[src/rtl/store_drain_buffer.sv]
// store_drain_buffer
//
// Purpose: in-order store buffer between the MEM stage and the data memory
// write port. Committed word stores are queued in a circular FIFO and drained
// oldest-first, one per cycle, whenever drain_en allows. Younger loads see
// buffered data via a zero-cycle forward lookup (youngest match wins).
//
// Optional feature (macro STORE_COALESCE_EN): a store to the same word as the
// youngest buffered entry overwrites that entry in place instead of
// allocating, and such a store is accepted even when the buffer is full.
//
// Ports:
//   clk, rst            clock, asynchronous active-high reset
//   st_valid/st_ready   store handshake from MEM stage
//   st_addr, st_data    store byte address (bits [1:0] ignored) and data
//   drain_en            permission to write memory this cycle
//   mem_write           memory write strobe (combinational)
//   mem_addr, mem_data  head entry address (word aligned) and data
//   ld_addr             load address for forward lookup (bits [1:0] ignored)
//   ld_hit, ld_data     forward hit and youngest matching data (0 on miss)
//   count, empty, full  occupancy status

module store_drain_buffer #(
    parameter int unsigned DEPTH = 4,
    parameter int unsigned PTR_W = 2
) (
    input  logic             clk,
    input  logic             rst,
    input  logic             st_valid,
    output logic             st_ready,
    input  logic [31:0]      st_addr,
    input  logic [31:0]      st_data,
    input  logic             drain_en,
    output logic             mem_write,
    output logic [31:0]      mem_addr,
    output logic [31:0]      mem_data,
    input  logic [31:0]      ld_addr,
    output logic             ld_hit,
    output logic [31:0]      ld_data,
    output logic [PTR_W:0]   count,
    output logic             empty,
    output logic             full
);

    localparam int unsigned WA_W  = 30;
    localparam int unsigned CNT_W = PTR_W + 1;

    // Entry storage: valid bit, word address, data
    logic [DEPTH-1:0] valid_q;
    logic [WA_W-1:0]  wa_q   [DEPTH];
    logic [31:0]      data_q [DEPTH];

    logic [PTR_W-1:0] head_q;
    logic [PTR_W-1:0] tail_q;
    logic [CNT_W-1:0] count_q;

    logic [PTR_W-1:0] young_idx;
    logic [PTR_W-1:0] fwd_idx;
    logic             pop;
    logic             coalesce_match;
    logic             coalesce_wr;
    logic             push_alloc;

    // Address low bits are don't-care for word stores and loads
    logic unused_addr_lsbs;
    assign unused_addr_lsbs = ^{st_addr[1:0], ld_addr[1:0]};

    // Occupancy status
    assign count = count_q;
    assign empty = (count_q == '0);
    assign full  = (count_q == CNT_W'(DEPTH));

    // Drain port: head entry goes to memory whenever allowed
    assign mem_write = !empty && drain_en;
    assign pop       = mem_write;
    assign mem_addr  = {wa_q[head_q], 2'b00};
    assign mem_data  = data_q[head_q];

    // Youngest occupied slot, sitting just behind the tail
    assign young_idx = tail_q - PTR_W'(1);

`ifdef STORE_COALESCE_EN
    // Merge into the youngest entry unless that entry is leaving this cycle
    assign coalesce_match = !empty
                          && valid_q[young_idx]
                          && (wa_q[young_idx] == st_addr[31:2])
                          && !(pop && (young_idx == head_q));
    assign st_ready = !full || coalesce_match;
`else
    assign coalesce_match = 1'b0;
    assign st_ready = !full;
`endif

    assign coalesce_wr = st_valid && coalesce_match;
    assign push_alloc  = st_valid && st_ready && !coalesce_match;

    // Forward lookup: walk oldest to youngest so the youngest match wins;
    // the incoming store is not yet in the array and so is never visible
    always_comb begin
        ld_hit  = 1'b0;
        ld_data = '0;
        fwd_idx = head_q;
        for (int unsigned i = 0; i < DEPTH; i++) begin
            fwd_idx = head_q + PTR_W'(i);
            if (valid_q[fwd_idx] && (wa_q[fwd_idx] == ld_addr[31:2])) begin
                ld_hit  = 1'b1;
                ld_data = data_q[fwd_idx];
            end
        end
    end

    // FIFO state update: push at tail, pop at head, occupancy count
    always_ff @(posedge clk or posedge rst) begin
        if (rst) begin
            head_q  <= '0;
            tail_q  <= '0;
            count_q <= '0;
            valid_q <= '0;
            for (int unsigned i = 0; i < DEPTH; i++) begin
                wa_q[i]   <= '0;
                data_q[i] <= '0;
            end
        end else begin
            if (pop) begin
                valid_q[head_q] <= 1'b0;
                head_q          <= head_q + PTR_W'(1);
            end
            // tail never equals head here: empty means no pop, full means no alloc
            if (push_alloc) begin
                valid_q[tail_q] <= 1'b1;
                wa_q[tail_q]    <= st_addr[31:2];
                data_q[tail_q]  <= st_data;
                tail_q          <= tail_q + PTR_W'(1);
            end
            if (coalesce_wr) begin
                data_q[young_idx] <= st_data;
            end
            case ({push_alloc, pop})
                2'b10:   count_q <= count_q + CNT_W'(1);
                2'b01:   count_q <= count_q - CNT_W'(1);
                default: count_q <= count_q;
            endcase
        end
    end

endmodule

[config.mk]
export PLATFORM = sky130hd
export DESIGN_NAME = store_drain_buffer
export DESIGN_NICKNAME = d
export VERILOG_FILES = /design/src/rtl/store_drain_buffer.sv
export SDC_FILE = /design/constraint.sdc
export NUM_CORES = 1
export LEC_CHECK = 0
export CAP_MARGIN = 10
export CORE_AREA = 8 8 266 165
export CTS_BUF_LIST = sky130_fd_sc_hd__clkbuf_4
export DETAILED_ROUTE_END_ITERATION = 6
export DIE_AREA = 0 0 274 173
export PLACE_DENSITY = 0.81
export SKIP_LAST_GASP = 1
export SLEW_MARGIN = 20
export SYNTH_ARGS = -nofsm -noshare
export SYNTH_HDL_FRONTEND = slang
export SYNTH_SLANG_ARGS = --single-unit
[constraint.sdc]
create_clock -name clk -period 23.7 [get_ports clk]
set_input_delay 4.74 -clock clk [delete_from_list [all_inputs] [get_ports clk]]
set_output_delay 4.74 -clock clk [all_outputs]
set_load 0.03 [all_outputs]
## Word level (Yosys, flattened, before mapping)

Index checks and enable logic that the tools add are counted.

| storage, ports and cells | value |
|---|---|
| output and inout bits | 104 |
| word-level logic and storage cells | 112 |
| register bits | 259 |

| cells by class | value |
|---|---|
| bitwise operators | 8 |
| mux-type cells | 53 |
| magnitude comparators | 13 |
| $add $sub $neg | 6 |
| equality and inequality tests | 7 |
| reductions and logical operators | 13 |

Operators by type and width:

| operator | count |
|---|---|
| $mux 32 | 13 |
| $mux 30 | 9 |
| $bmux 32 s2 | 4 |
| $bmux 30 s2 | 4 |
| $bwmux 128 | 1 |
| $bwmux 120 | 1 |
| $eq 30x30->1 | 4 |
| $demux 32 s2 | 1 |
| $demux 30 s2 | 1 |
| $ge 3x3->1 const B | 5 |
| $lt 2x3->1 const B | 5 |
| $not 2->3 | 5 |
| $mux 1 | 10 |
| $logic_and 1x1->1 | 9 |
| $bmux 1 s2 | 4 |
| $mux 4 | 2 |
| $pmux 3 s2 | 1 |
| $add 2x1->2 const B | 2 |
| $add 2x2->2 const B | 2 |
| $and 4x4->4 | 1 |
| $demux 1 s2 | 2 |
| $ge 2x1->1 const B | 2 |
| $not 4->4 | 1 |
| $or 4x4->4 | 1 |
| 9 further kinds | 10 |

## Logic depth before layout (Yosys ltp)

| logic depth | value |
|---|---|
| depth in word-level cells | 10 |
| mapped depth | 23 |

## Least setup slack after synthesis

OpenSTA, ideal clock, no wires.

| path | value |
|---|---|
| kind | in2out |
| from | input port ld_addr[8] |
| to | output port ld_data[31] |
| setup slack | 11780 ps |
| stages on the path | 9 |
| buffers on the path | 2 |
| arrival time | 7180 ps |
| path through | buf_1 > o22ai_1 > a2111oi_0 > or3b_2 > nor4_4 > buf_6 > mux2i_1 > o221ai_1 > o21a_1 |

| on the way | value |
|---|---|
| longest elaborated chain between the ends | 6 |
| elaborated cells between the ends (all ways) | 12 |
| those cells by class | 4 x eq/ne; 4 x mux; 4 x reduce/logical |

Ends and longest elaborated chain:

| item | line | source |
|---|---|---|
| start, declared | 37 | `input logic [31:0] ld_addr,` |
| $eq 30x30->1 | 105 | `if (valid_q[fwd_idx] && (wa_q[fwd_idx] == ld_addr[31:2])) begin` |
| $logic_and 1x1->1 | 105 |  |
| $mux 32 (3 in series) | 105 |  |
| $mux 32 * | 105 |  |
| end, declared | 39 | `output logic [31:0] ld_data,` |

Every way passes the cells marked *; elsewhere a longest branch is shown, timed or not.

## Final worst setup path

| path | value |
|---|---|
| from | input port ld_addr[23] |
| to | output port ld_data[16] |

The elaborated chain is that of the path after synthesis.

==> results.json <==
{
  "area_growth_pct": 16.2,
  "slew_headroom_pct": 38.3,
  "power_frac_comb_pct": 65.4,
  "rsz0062_at_grt": "false",
  "maxCapViolCount": 0,
  "port_buffers": 197,
  "io_pins": 204,
  "root_buffer": "clkbuf_4",
  "routabilityCongestion": 0.986,
  "dieArea_sq_um": 47400,
  "pwr-share-clk_pct": 10.1,
  "worstSetupPathType": "in -> out",
  "postRouteAntennaNets": 0,
  "fillerInstances": 3291,
  "drt_wl_total_um": 55500,
  "hp-start": "count[0]",
  "via_count": 13700,
  "postCtsHoldBufs": 0,
  "drive_gt1_share_pct": 36.2,
  "grt_pass1_vias": 14100,
  "switching_share_pct": 44.6,
  "cts_setup_buffers": 0,
  "seq_area_frac_synth_pct": 34.2,
  "synth_warnings": 0,
  "cts_sinks": 259,
  "die-height_um": 173,
  "outcome": "finished clean",
  "setup_viol": 0,
  "grt_max_degree": 156,
  "antenna_found_initial": 8,
  "ys_seq_elements": 259,
  "worstPathArrival_ns": 9.16,
  "drt_iter0_markers": 1303,
  "crit_required_ns": 18.96,
  "r2r-start": "count[0]",
  "synth_flop_cell": "dfrtp_1",
  "fin_tns_setup_ns": 0,
  "clockBufferDepth": 3,
  "crit_path_start_kind": "input pin",
  "cp_max_fo": 26,
  "synth_area_per_cell_sq_um": 13.5,
  "synth_cell_type_count": 56,
  "path_clk_slew_ns": 0.06,
  "drt_pass1_iterations": 5,
  "peakVddDrop_mv": 0.0866,
  "dp_hpwl_um": 37800,
  "finalClockSkew_ns": 0.0543,
  "crit_start": "ld_addr[23]",
  "start_util_pct": 47.5,
  "synthCells": 1405,
  "seq_power_share_pct": 24.5,
  "layout_min_cycle_time_ns": 13.90,
  "worst_skew_pair.late_latency_ns": 0.74,
  "wl_per_cell_um": 25.8,
  "worstSetupEndpointType": "primary output",
  "drc_errors": 0,
  "gr-usage-all-layers_pct": 23.1,
  "hp-class": "reg -> reg",
  "synth_edf_count": 0,
  "via_per_inst": 6.37,
  "die_w_um": 274,
  "r2r_setup_slack_ns": 20.94,
  "drv_slew": 0,
  "syn_area_sq_um": 19000,
  "core_area_sq_um": 39900,
  "num_rows": 57,
  "internal_power_uw": 2220,
  "power.density_nw_per_um2": 182,
  "p_leak_uw": 0.00867,
  "worstMarginPinSlew_ns": 0.917,
  "nets": 1676,
  "async_flop_share_pct": 100,
  "p_switching_uw": 1790,
  "finish.utilization_pct": 55.2,
  "ctsHtreeMaxLevel": 3,
  "fmax_ghz": 0.0720,
  "grt_pass1_wl_um": 86100,
  "cts_resized": 0,
  "final_hold_viol_count": 0,
  "cts_buffers": 70,
  "finalCritPeriodShare_pct": 58.6,
  "tritoncts": "built",
  "grt-ovfl-total": 0
}
## routing by layer
metal	up-vias	global-route usage, %	wire length (um)
met5	-	0	38
met1	7118	31.7	23200
li1	5877	-	-
met2	592	34.4	25300
met3	122	7.77	5420
met4	8	7.14	1480
## registers in the layout, summed over array words and instances (netlist names)
name	count
valid_q	4
tail_q	2
head_q	2
wa_q	120
data_q	128
count	3
## worst paths after layout
path | endpoint | cells after the start
min in group asynchronous | count[2] | 2
max in group asynchronous | head_q[0] | 3
max reg2reg | data_q[106] | 6
min reg2reg | count[0] | 1
max | ld_data[16] | 11
min | count[0] | 1
## cells in the final DEF, fill, tap and decap left out, types with 31 or more instances in the layout
cell type / instances
inv_1: 47
xor2_1: 43
nand2_1: 31
dfrtp_1: 257
o221ai_1: 34
mux2_2: 252
clkdlybuf4s50_1: 197
o21a_1: 32
xnor2_1: 75
clkbuf_4: 100
mux4_2: 194
mux2i_1: 122
## cell type report
cell class / count / area, sq um / share of cell area, %
Sequential cell: 259 / 6490 / 29.5
Tap cell: 531 / 664 / 3.02
Multi-Input combinational cell: 971 / 11700 / 53.0
Clock inverter: 23 / 118 / 0.534
Inverter: 49 / 191 / 0.869
Antenna cell: 5 / 12.5 / 0.0568
Clock buffer: 100 / 751 / 3.41
Timing Repair Buffer: 215 / 2130 / 9.68
## worst max-delay path, stage by stage
cell	delay, ns
clkdlybuf4s50_1	0.67
a221oi_1	0.41
a21oi_1	0.07
nor3_1	0.56
nand3_1	0.29
nor3_1	0.75
o21ai_4	0.22
buf_4	0.31
o221ai_1	0.24
o21a_1	0.18
clkdlybuf4s50_1	0.69
## cell families after synthesis
family,synth area share [%]
mux,46.4
compound gates,5.42
flops,34.2
simple gates,3.26
fa+ha+maj,0.699
xor+xnor,5.45
other cells,0.0198
buf+inv,4.59
## synthesized netlist by cell type, types with 21 or more instances
library cell | instances | area, sq um
nor2_1 | 21 | 78.8
o221ai_1 | 34 | 298
inv_1 | 48 | 180
clkbuf_1 | 55 | 206
buf_2 | 36 | 180
xnor2_1 | 75 | 657
mux4_2 | 194 | 4370
nand2_1 | 35 | 131
xor2_1 | 43 | 377
mux2i_1 | 122 | 1220
dfrtp_1 | 259 | 6480
mux2_2 | 252 | 2840
o21a_1 | 32 | 240
## power groups by stage
stage | Sequential [uW] | Combinational [uW] | Clock (uW)
after floorplan | 856 | 2010 | 0
after global placement | 940 | 2550 | 0
after detailed placement | 979 | 2600 | 0
after CTS | 971 | 2620 | 419
after global routing | 1020 | 2770 | 439
final | 983 | 2620 | 404
## per-stage QoR
stage                     hold slack (ns)  instance area, sq um  setup slack (ns)  cells  total power [uW]
final                               0.546                 22000              9.80   2153              4010
after global routing                0.586                 22000              9.61   2151              4230
after CTS                           0.550                 22000              9.89   2148              4010
after detailed placement            0.537                 21100              9.89   2025              3580
after global placement              0.512                 21100              9.90   2025              3490
after floorplan                     0.484                 19000             11.78   1406              2870
Power figures use the tool's default switching activity.
